### src/rtl/riscv_pkg.sv
// Shared RV32I definitions for the memory stage: funct3 codes, states,
// and the legality/alignment check for loads and stores.
package riscv_pkg;

    localparam logic [2:0] F3_B  = 3'b000;
    localparam logic [2:0] F3_H  = 3'b001;
    localparam logic [2:0] F3_W  = 3'b010;
    localparam logic [2:0] F3_BU = 3'b100;
    localparam logic [2:0] F3_HU = 3'b101;

    typedef enum logic {
        ST_IDLE = 1'b0,
        ST_BUSY = 1'b1
    } state_e;

    // Unsigned widths exist only for loads; unknown codes always fault.
    function automatic logic mem_fault(
        input logic [2:0] f3,
        input logic [1:0] off,
        input logic       is_store
    );
        logic f;
        f = 1'b1;
        case (f3)
            F3_B:    f = 1'b0;
            F3_BU:   f = is_store;
            F3_H:    f = off[0];
            F3_HU:   f = is_store | off[0];
            F3_W:    f = |off;
            default: f = 1'b1;
        endcase
        return f;
    endfunction

endpackage

### src/rtl/load_extract.sv
// Selects the addressed byte/half lane of a load word and
// sign- or zero-extends it according to funct3.
module load_extract
    import riscv_pkg::*;
(
    input  logic [31:0] rdata,
    input  logic [1:0]  addr,
    input  logic [2:0]  funct3,
    output logic [31:0] data
);

    logic [31:0] sh;

    assign sh = rdata >> {addr, 3'b000};

    always_comb begin
        data = sh;
        case (funct3)
            F3_B:    data = {{24{sh[7]}}, sh[7:0]};
            F3_BU:   data = {24'h0, sh[7:0]};
            F3_H:    data = {{16{sh[15]}}, sh[15:0]};
            F3_HU:   data = {16'h0, sh[15:0]};
            default: data = sh;
        endcase
    end

endmodule

### src/rtl/mem_stage.sv
// RV32I memory stage: valid/ready data-memory port, one-cycle writeback pulse.
// Optional request timeout enabled by defining MEM_STAGE_TIMEOUT_EN.
module mem_stage
    import riscv_pkg::*;
#(
    parameter int unsigned TIMEOUT_CYCLES = 16
) (
    input  logic        clk,
    input  logic        rst,
    input  logic        ex_valid,
    input  logic [31:0] ex_alu_result,
    input  logic [31:0] ex_rs2_data,
    input  logic        ex_mem_read,
    input  logic        ex_mem_write,
    input  logic [2:0]  ex_funct3,
    input  logic [4:0]  ex_rd,
    input  logic        ex_reg_write,
    output logic        mem_ready,
    output logic        dmem_valid,
    output logic        dmem_we,
    output logic [31:0] dmem_addr,
    output logic [31:0] dmem_wdata,
    output logic [3:0]  dmem_wstrb,
    input  logic        dmem_ready,
    input  logic [31:0] dmem_rdata,
    output logic        wb_valid,
    output logic        wb_reg_write,
    output logic [4:0]  wb_rd,
    output logic [31:0] wb_data,
    output logic        mem_misaligned
);

    state_e      state_q, state_d;
    logic        dv_q, dv_d;
    logic        we_q, we_d;
    logic [31:0] addr_q, addr_d;
    logic [31:0] wdata_q, wdata_d;
    logic [3:0]  wstrb_q, wstrb_d;
    logic [2:0]  f3_q, f3_d;
    logic [1:0]  off_q, off_d;
    logic [4:0]  rd_q, rd_d;
    logic        rw_q, rw_d;
    logic        wbv_q, wbv_d;
    logic        wbrw_q, wbrw_d;
    logic [4:0]  wbrd_q, wbrd_d;
    logic [31:0] wbdata_q, wbdata_d;
    logic        mis_q, mis_d;

    logic        accept;
    logic        is_mem;
    logic        fault;
    logic [31:0] st_wdata;
    logic [3:0]  st_wstrb;
    logic [31:0] ld_data;

    assign mem_ready = (state_q == ST_IDLE);
    assign accept    = ex_valid && mem_ready;
    assign is_mem    = ex_mem_read | ex_mem_write;
    assign fault     = mem_fault(ex_funct3, ex_alu_result[1:0], ex_mem_write);

    always_comb begin
        st_wdata = ex_rs2_data;
        st_wstrb = 4'b1111;
        case (ex_funct3)
            F3_B: begin
                st_wdata = {4{ex_rs2_data[7:0]}};
                st_wstrb = 4'b0001 << ex_alu_result[1:0];
            end
            F3_H: begin
                st_wdata = {2{ex_rs2_data[15:0]}};
                st_wstrb = 4'b0011 << ex_alu_result[1:0];
            end
            default: ;
        endcase
    end

    load_extract u_ext (
        .rdata  (dmem_rdata),
        .addr   (off_q),
        .funct3 (f3_q),
        .data   (ld_data)
    );

`ifdef MEM_STAGE_TIMEOUT_EN
    localparam int CW = $clog2(TIMEOUT_CYCLES + 1);
    logic [CW-1:0] cnt_q, cnt_d;
`else
    logic [31:0] tmo_unused;
    assign tmo_unused = 32'(TIMEOUT_CYCLES);
`endif

    always_comb begin
        state_d  = state_q;
        dv_d     = dv_q;
        we_d     = we_q;
        addr_d   = addr_q;
        wdata_d  = wdata_q;
        wstrb_d  = wstrb_q;
        f3_d     = f3_q;
        off_d    = off_q;
        rd_d     = rd_q;
        rw_d     = rw_q;
        wbv_d    = 1'b0;
        wbrw_d   = wbrw_q;
        wbrd_d   = wbrd_q;
        wbdata_d = wbdata_q;
        mis_d    = 1'b0;
`ifdef MEM_STAGE_TIMEOUT_EN
        cnt_d    = cnt_q;
`endif
        if (accept) begin
`ifdef MEM_STAGE_TIMEOUT_EN
            cnt_d = '0;
`endif
            if (!is_mem || fault) begin
                wbv_d    = 1'b1;
                wbrw_d   = ex_reg_write & ~is_mem;
                wbrd_d   = ex_rd;
                wbdata_d = ex_alu_result;
                mis_d    = is_mem;
            end else begin
                state_d = ST_BUSY;
                dv_d    = 1'b1;
                we_d    = ex_mem_write;
                addr_d  = {ex_alu_result[31:2], 2'b00};
                wdata_d = ex_mem_write ? st_wdata : 32'h0;
                wstrb_d = ex_mem_write ? st_wstrb : 4'h0;
                f3_d    = ex_funct3;
                off_d   = ex_alu_result[1:0];
                rd_d    = ex_rd;
                rw_d    = ex_reg_write & ex_mem_read;
            end
        end else if (state_q == ST_BUSY) begin
            if (dmem_ready) begin
                state_d  = ST_IDLE;
                dv_d     = 1'b0;
                wbv_d    = 1'b1;
                wbrw_d   = rw_q;
                wbrd_d   = rd_q;
                wbdata_d = we_q ? {addr_q[31:2], off_q} : ld_data;
            end
`ifdef MEM_STAGE_TIMEOUT_EN
            else if (cnt_q == CW'(TIMEOUT_CYCLES - 1)) begin
                state_d  = ST_IDLE;
                dv_d     = 1'b0;
                wbv_d    = 1'b1;
                wbrw_d   = 1'b0;
                wbrd_d   = rd_q;
                wbdata_d = {addr_q[31:2], off_q};
                mis_d    = 1'b1;
            end else begin
                cnt_d = cnt_q + 1'b1;
            end
`endif
        end
    end

    always_ff @(posedge clk) begin
        if (rst) begin
            state_q  <= ST_IDLE;
            dv_q     <= 1'b0;
            we_q     <= 1'b0;
            addr_q   <= '0;
            wdata_q  <= '0;
            wstrb_q  <= '0;
            f3_q     <= '0;
            off_q    <= '0;
            rd_q     <= '0;
            rw_q     <= 1'b0;
            wbv_q    <= 1'b0;
            wbrw_q   <= 1'b0;
            wbrd_q   <= '0;
            wbdata_q <= '0;
            mis_q    <= 1'b0;
        end else begin
            state_q  <= state_d;
            dv_q     <= dv_d;
            we_q     <= we_d;
            addr_q   <= addr_d;
            wdata_q  <= wdata_d;
            wstrb_q  <= wstrb_d;
            f3_q     <= f3_d;
            off_q    <= off_d;
            rd_q     <= rd_d;
            rw_q     <= rw_d;
            wbv_q    <= wbv_d;
            wbrw_q   <= wbrw_d;
            wbrd_q   <= wbrd_d;
            wbdata_q <= wbdata_d;
            mis_q    <= mis_d;
        end
    end

`ifdef MEM_STAGE_TIMEOUT_EN
    always_ff @(posedge clk) begin
        if (rst) cnt_q <= '0;
        else     cnt_q <= cnt_d;
    end
`endif

    assign dmem_valid     = dv_q;
    assign dmem_we        = we_q;
    assign dmem_addr      = addr_q;
    assign dmem_wdata     = wdata_q;
    assign dmem_wstrb     = wstrb_q;
    assign wb_valid       = wbv_q;
    assign wb_reg_write   = wbrw_q;
    assign wb_rd          = wbrd_q;
    assign wb_data        = wbdata_q;
    assign mem_misaligned = mis_q;

endmodule

### config.mk
export PLATFORM = sky130hd
export DESIGN_NAME = mem_stage
export DESIGN_NICKNAME = d
export VERILOG_FILES = /design/src/rtl/riscv_pkg.sv /design/src/rtl/load_extract.sv /design/src/rtl/mem_stage.sv
export SDC_FILE = /design/constraint.sdc
export NUM_CORES = 1
export LEC_CHECK = 0
export CORE_MARGIN = 3
export CORE_UTILIZATION = 49
export CTS_BUF_LIST = sky130_fd_sc_hd__clkbuf_8 sky130_fd_sc_hd__clkbuf_16
export CTS_CLUSTER_SIZE = 28
export DETAILED_ROUTE_END_ITERATION = 8
export PLACE_DENSITY = 0.9
export SYNTH_ARGS = -nofsm -noshare
export SYNTH_HDL_FRONTEND = slang
export SYNTH_SLANG_ARGS = --single-unit
### constraint.sdc
create_clock -name clk -period 5.6 [get_ports clk]
set_input_delay 0.56 -clock clk [delete_from_list [all_inputs] [get_ports clk]]
set_output_delay 0.56 -clock clk [all_outputs]
set_load 0.01 [all_outputs]
==> reports/results.tsv <==
stage	metric	value	unit
place	post_dp_cell_area	8160	um2
cts	cts_resized	0	
cts	clockBufferDepth	2	
floorplanning	die_y	117	um
cells_and_area	area_delta_synth_final	45.2	%
timing	hold_viol	0	
setup_path	endpoint	dmem_wdata[17]$_SDFFE_PP0P_	
setup_path	r2r_cells	4	
global_route	overflow	0	
power	clkPwrFrac	43.1	%
logic_synthesis	yosys.cell_types.count	65	
cts	clock-sinks	120	
floorplanning	die_width	117	um
detailed_routing	drt_first_pass_iters	6	
timing	rsz0062_at_grt	false	
global_route	grt_start_max_net_pins	73	
setup_path	cp_num_cells	6	
global_route	grt_pass1_vias	5969	
outcome	outcome	complete, no violations	
power	power.leakage	2.94	nW
detailed_routing	drtIter0Drc	766	
logic_synthesis	postSynthCellCount	721	
cells_and_area	final_common_cell	clkdlybuf4s50_1	
setup_path	cp-end-kind	flop	
global_route	grt_usage	30.1	%
place	portBuffers	219	
setup_path	slowest_stage	clkdlybuf4s50_1	
setup_path	arrival	3.69	ns
timing	worstMarginPinSlew	1.22	ns
setup_path	reg2reg_from	state_q$_SDFFE_PP0P_	
cts	hold_buffers	0	
detailed_routing	wirelength	21400	um
cells_and_area	layout_common_cells	clkdlybuf4s50_1 (218), nand2_1 (145), dfxtp_1 (120)	
logic_synthesis	ys.flop_type	dfxtp_1	
cells_and_area	layout.nets	1012	
power	power.switching	0.000672	W
cells_and_area	diodes	0	
setup_path	cp_max_fo	27	
cells_and_area	fillers	861	
place	place_ws	1.90	ns
cts	root_buffer	clkbuf_16	
timing	max_slew_margin	18.5	%
logic_synthesis	synth_edf_count	0	
detailed_routing	post_drt_wl_per_cell	20.2	um
power	p_seq_share	37.1	%
setup_path	worst_r2r_endpoint	wb_data[6]$_SDFFE_PP0P_	
power	p_per_area	291	nW/um2
setup_path	startpoint_type	input port	
logic_synthesis	ys_seq_area_share	39.8	%
run	cap_violations	0	
place	place.gp.congestion	0.895	
logic_synthesis	syn-cell-area	6030	um2
setup_path	path_class	in2reg	
detailed_routing	post-route-drc-count	0	
logic_synthesis	ys_ff_latch	120	
timing	setup_viol_count_final	0	
floorplanning	ios	222	
timing	slew_violations	0	
setup_path	crit_chain	clkdlybuf4s50_1 -> or4_4 -> a211oi_4 -> buf_4 -> nand3_1 -> a21oi_1	
place	place_hpwl	14700	um
floorplanning	start_util	51.5	%
timing	finalSetupTns	0	ns
cells_and_area	layout-drive-gt1-share	9.31	%
timing	skew	0.00631	ns
detailed_routing	ant_nets	0	
cts	htree_levels	4	
timing	fmax	0.299	GHz
hold_path	hp-class	reg2reg	
timing	period_minus_slack	3.35	ns
power	power.internal	0.00188	W
cts	clkTransAtPathRegs	0.05	ns
cells_and_area	stdcell_area	8760	um2
power	pwr-share-comb	19.8	%
setup_path	cp_top_family	buffers and inverters	
cts	numCtsBuffers	17	
power	peakVddDrop	0.000272	V
setup_path	critPathBufInv	2	
timing	setup_ws	2.25	ns
floorplanning	core_area	11700	um2
power	swShare	26.4	%
logic_synthesis	netlist.area_leader.share	39.8	%
setup_path	cp-startpoint	ex_funct3[0]	
global_route	antenna_found_initial	0	
setup_path	ff2ff_setup_slack	2.37	ns
logic_synthesis	ys_top_cells_by_area	dfxtp_1 (40%), nand2_1 (9.0%), a21oi_1 (6.6%), mux2i_1 (4.5%), o211ai_1 (3.5%)	
floorplanning	die-area	13700	um2
logic_synthesis	ys_warn_count	0	
logic_synthesis	yosysTopAreaCell	dfxtp_1	
cts	cts_tree	built	
detailed_routing	num_vias	6606	
timing	fin_crit_sh	59.8	%
cts	clk-insertion-delay-late	0.42	ns
logic_synthesis	synth_area_per_cell	8.37	um2
setup_path	cp.required	5.94	ns
floorplanning	rows	39	
setup_path	cpPeakStageDelay	0.85	ns
global_route	grt_pass1_wl	31900	um
detailed_routing	viasPerCell	6.26	
cts	post_cts_buffers	0	
logic_synthesis	ys_async_sr_fraction	0	%
-- per-layer routing --
| layer | track usage, % | vias to the layer above | wire (um) |
|---|---|---|---|
| met2 | 47.6 | 417 | 10100 |
| met1 | 37.9 | 3085 | 8320 |
| met3 | 7.56 | 85 | 1980 |
| met4 | 15.7 | 0 | 985 |
| met5 | 0 | - | 0 |
| li1 | - | 3019 | - |
-- power groups by stage --
stage          Combinational [W]  Sequential [W]  Clock [W]
3_3_place_gp            0.000487        0.000961          0
6_report                0.000505        0.000947    0.00110
2_1_floorplan           0.000231        0.000975          0
4_1_cts                 0.000498        0.000946    0.00111
5_1_grt                 0.000538        0.000952    0.00114
3_5_place_dp            0.000494        0.000963          0
-- Yosys cell counts (8+ instances only) --
cell,number
nand2_1,145
dfxtp_1,120
a21oi_1,79
clkbuf_1,41
nor2_1,38
o211ai_1,28
mux2i_1,27
nand3_1,20
nor3_1,20
buf_2,17
a311oi_1,15
o21ai_0,12
a211oi_1,11
a22oi_1,10
a2111oi_0,8
mux2_2,8
nand3b_1,8
o2111ai_1,8
o32ai_1,8
-- flip-flops by register name (all words and copies together) (netlist names) --
register        flops
rw_q                1
dmem_addr          30
wb_valid            1
wb_reg_write        1
f3_q                3
wb_data            32
rd_q                5
wb_rd               5
mem_misaligned      1
state_q             1
dmem_wstrb          4
off_q               2
dmem_wdata         32
dmem_valid          1
dmem_we             1
-- cells by family (layout without fill, tap and decap cells) --
family                 Yosys count  in the layout  share of synthesized area, %
AOI/OAI and AO/OA              226            226                          26.7
buffers and inverters           73            264                          5.91
DFF                            120            120                          39.8
muxes                           41             41                          8.21
and+or+nand+nor                260            260                          19.3
other                            1              2                        0.0622
-- final cells by class --
| class | count | area [um2] | share of cell area [%] |
|---|---|---|---|
| Clock buffer | 23 | 508 | 5.80 |
| Clock inverter | 8 | 92.6 | 1.06 |
| Inverter | 4 | 15.0 | 0.171 |
| Multi-Input combinational cell | 529 | 3300 | 37.7 |
| Sequential cell | 120 | 2400 | 27.4 |
| Tap cell | 143 | 179 | 2.04 |
| Timing Repair Buffer | 229 | 2260 | 25.8 |
-- stage by stage --
step	hold slack (ns)	power, W	std cells	utilization, %
floorplan	0.432	0.00121	722	-
detailed placement	0.444	0.00146	1025	69.7
finish	0.448	0.00255	1056	74.8
global placement	0.438	0.00145	1025	69.7
global route	0.467	0.00263	1056	74.8
CTS	0.451	0.00255	1056	74.8
-- tightest hold or removal path: cells and delay by family, from the launching register on --
kind | cells | cell delay, ns
flip-flops | 1 | 0.30
AO/OA/AOI/OAI | 1 | 0.05
AND/OR/NAND/NOR | 1 | 0.05
-- worst min path at each step --
stage,from,endpoint,cells past startpoint
2_1_floorplan,rw_q$_SDFFE_PP0P_,rw_q$_SDFFE_PP0P_,2
3_3_place_gp,dmem_wdata[12]$_SDFFE_PP0P_,dmem_wdata[12]$_SDFFE_PP0P_,2
3_5_place_dp,dmem_wdata[10]$_SDFFE_PP0P_,dmem_wdata[10]$_SDFFE_PP0P_,2
4_1_cts,dmem_wdata[10]$_SDFFE_PP0P_,dmem_wdata[10]$_SDFFE_PP0P_,2
5_1_grt,dmem_wdata[15]$_SDFFE_PP0P_,dmem_wdata[15]$_SDFFE_PP0P_,2
6_report,dmem_wdata[10]$_SDFFE_PP0P_,dmem_wdata[10]$_SDFFE_PP0P_,2
(Power assumes the default switching activity.)
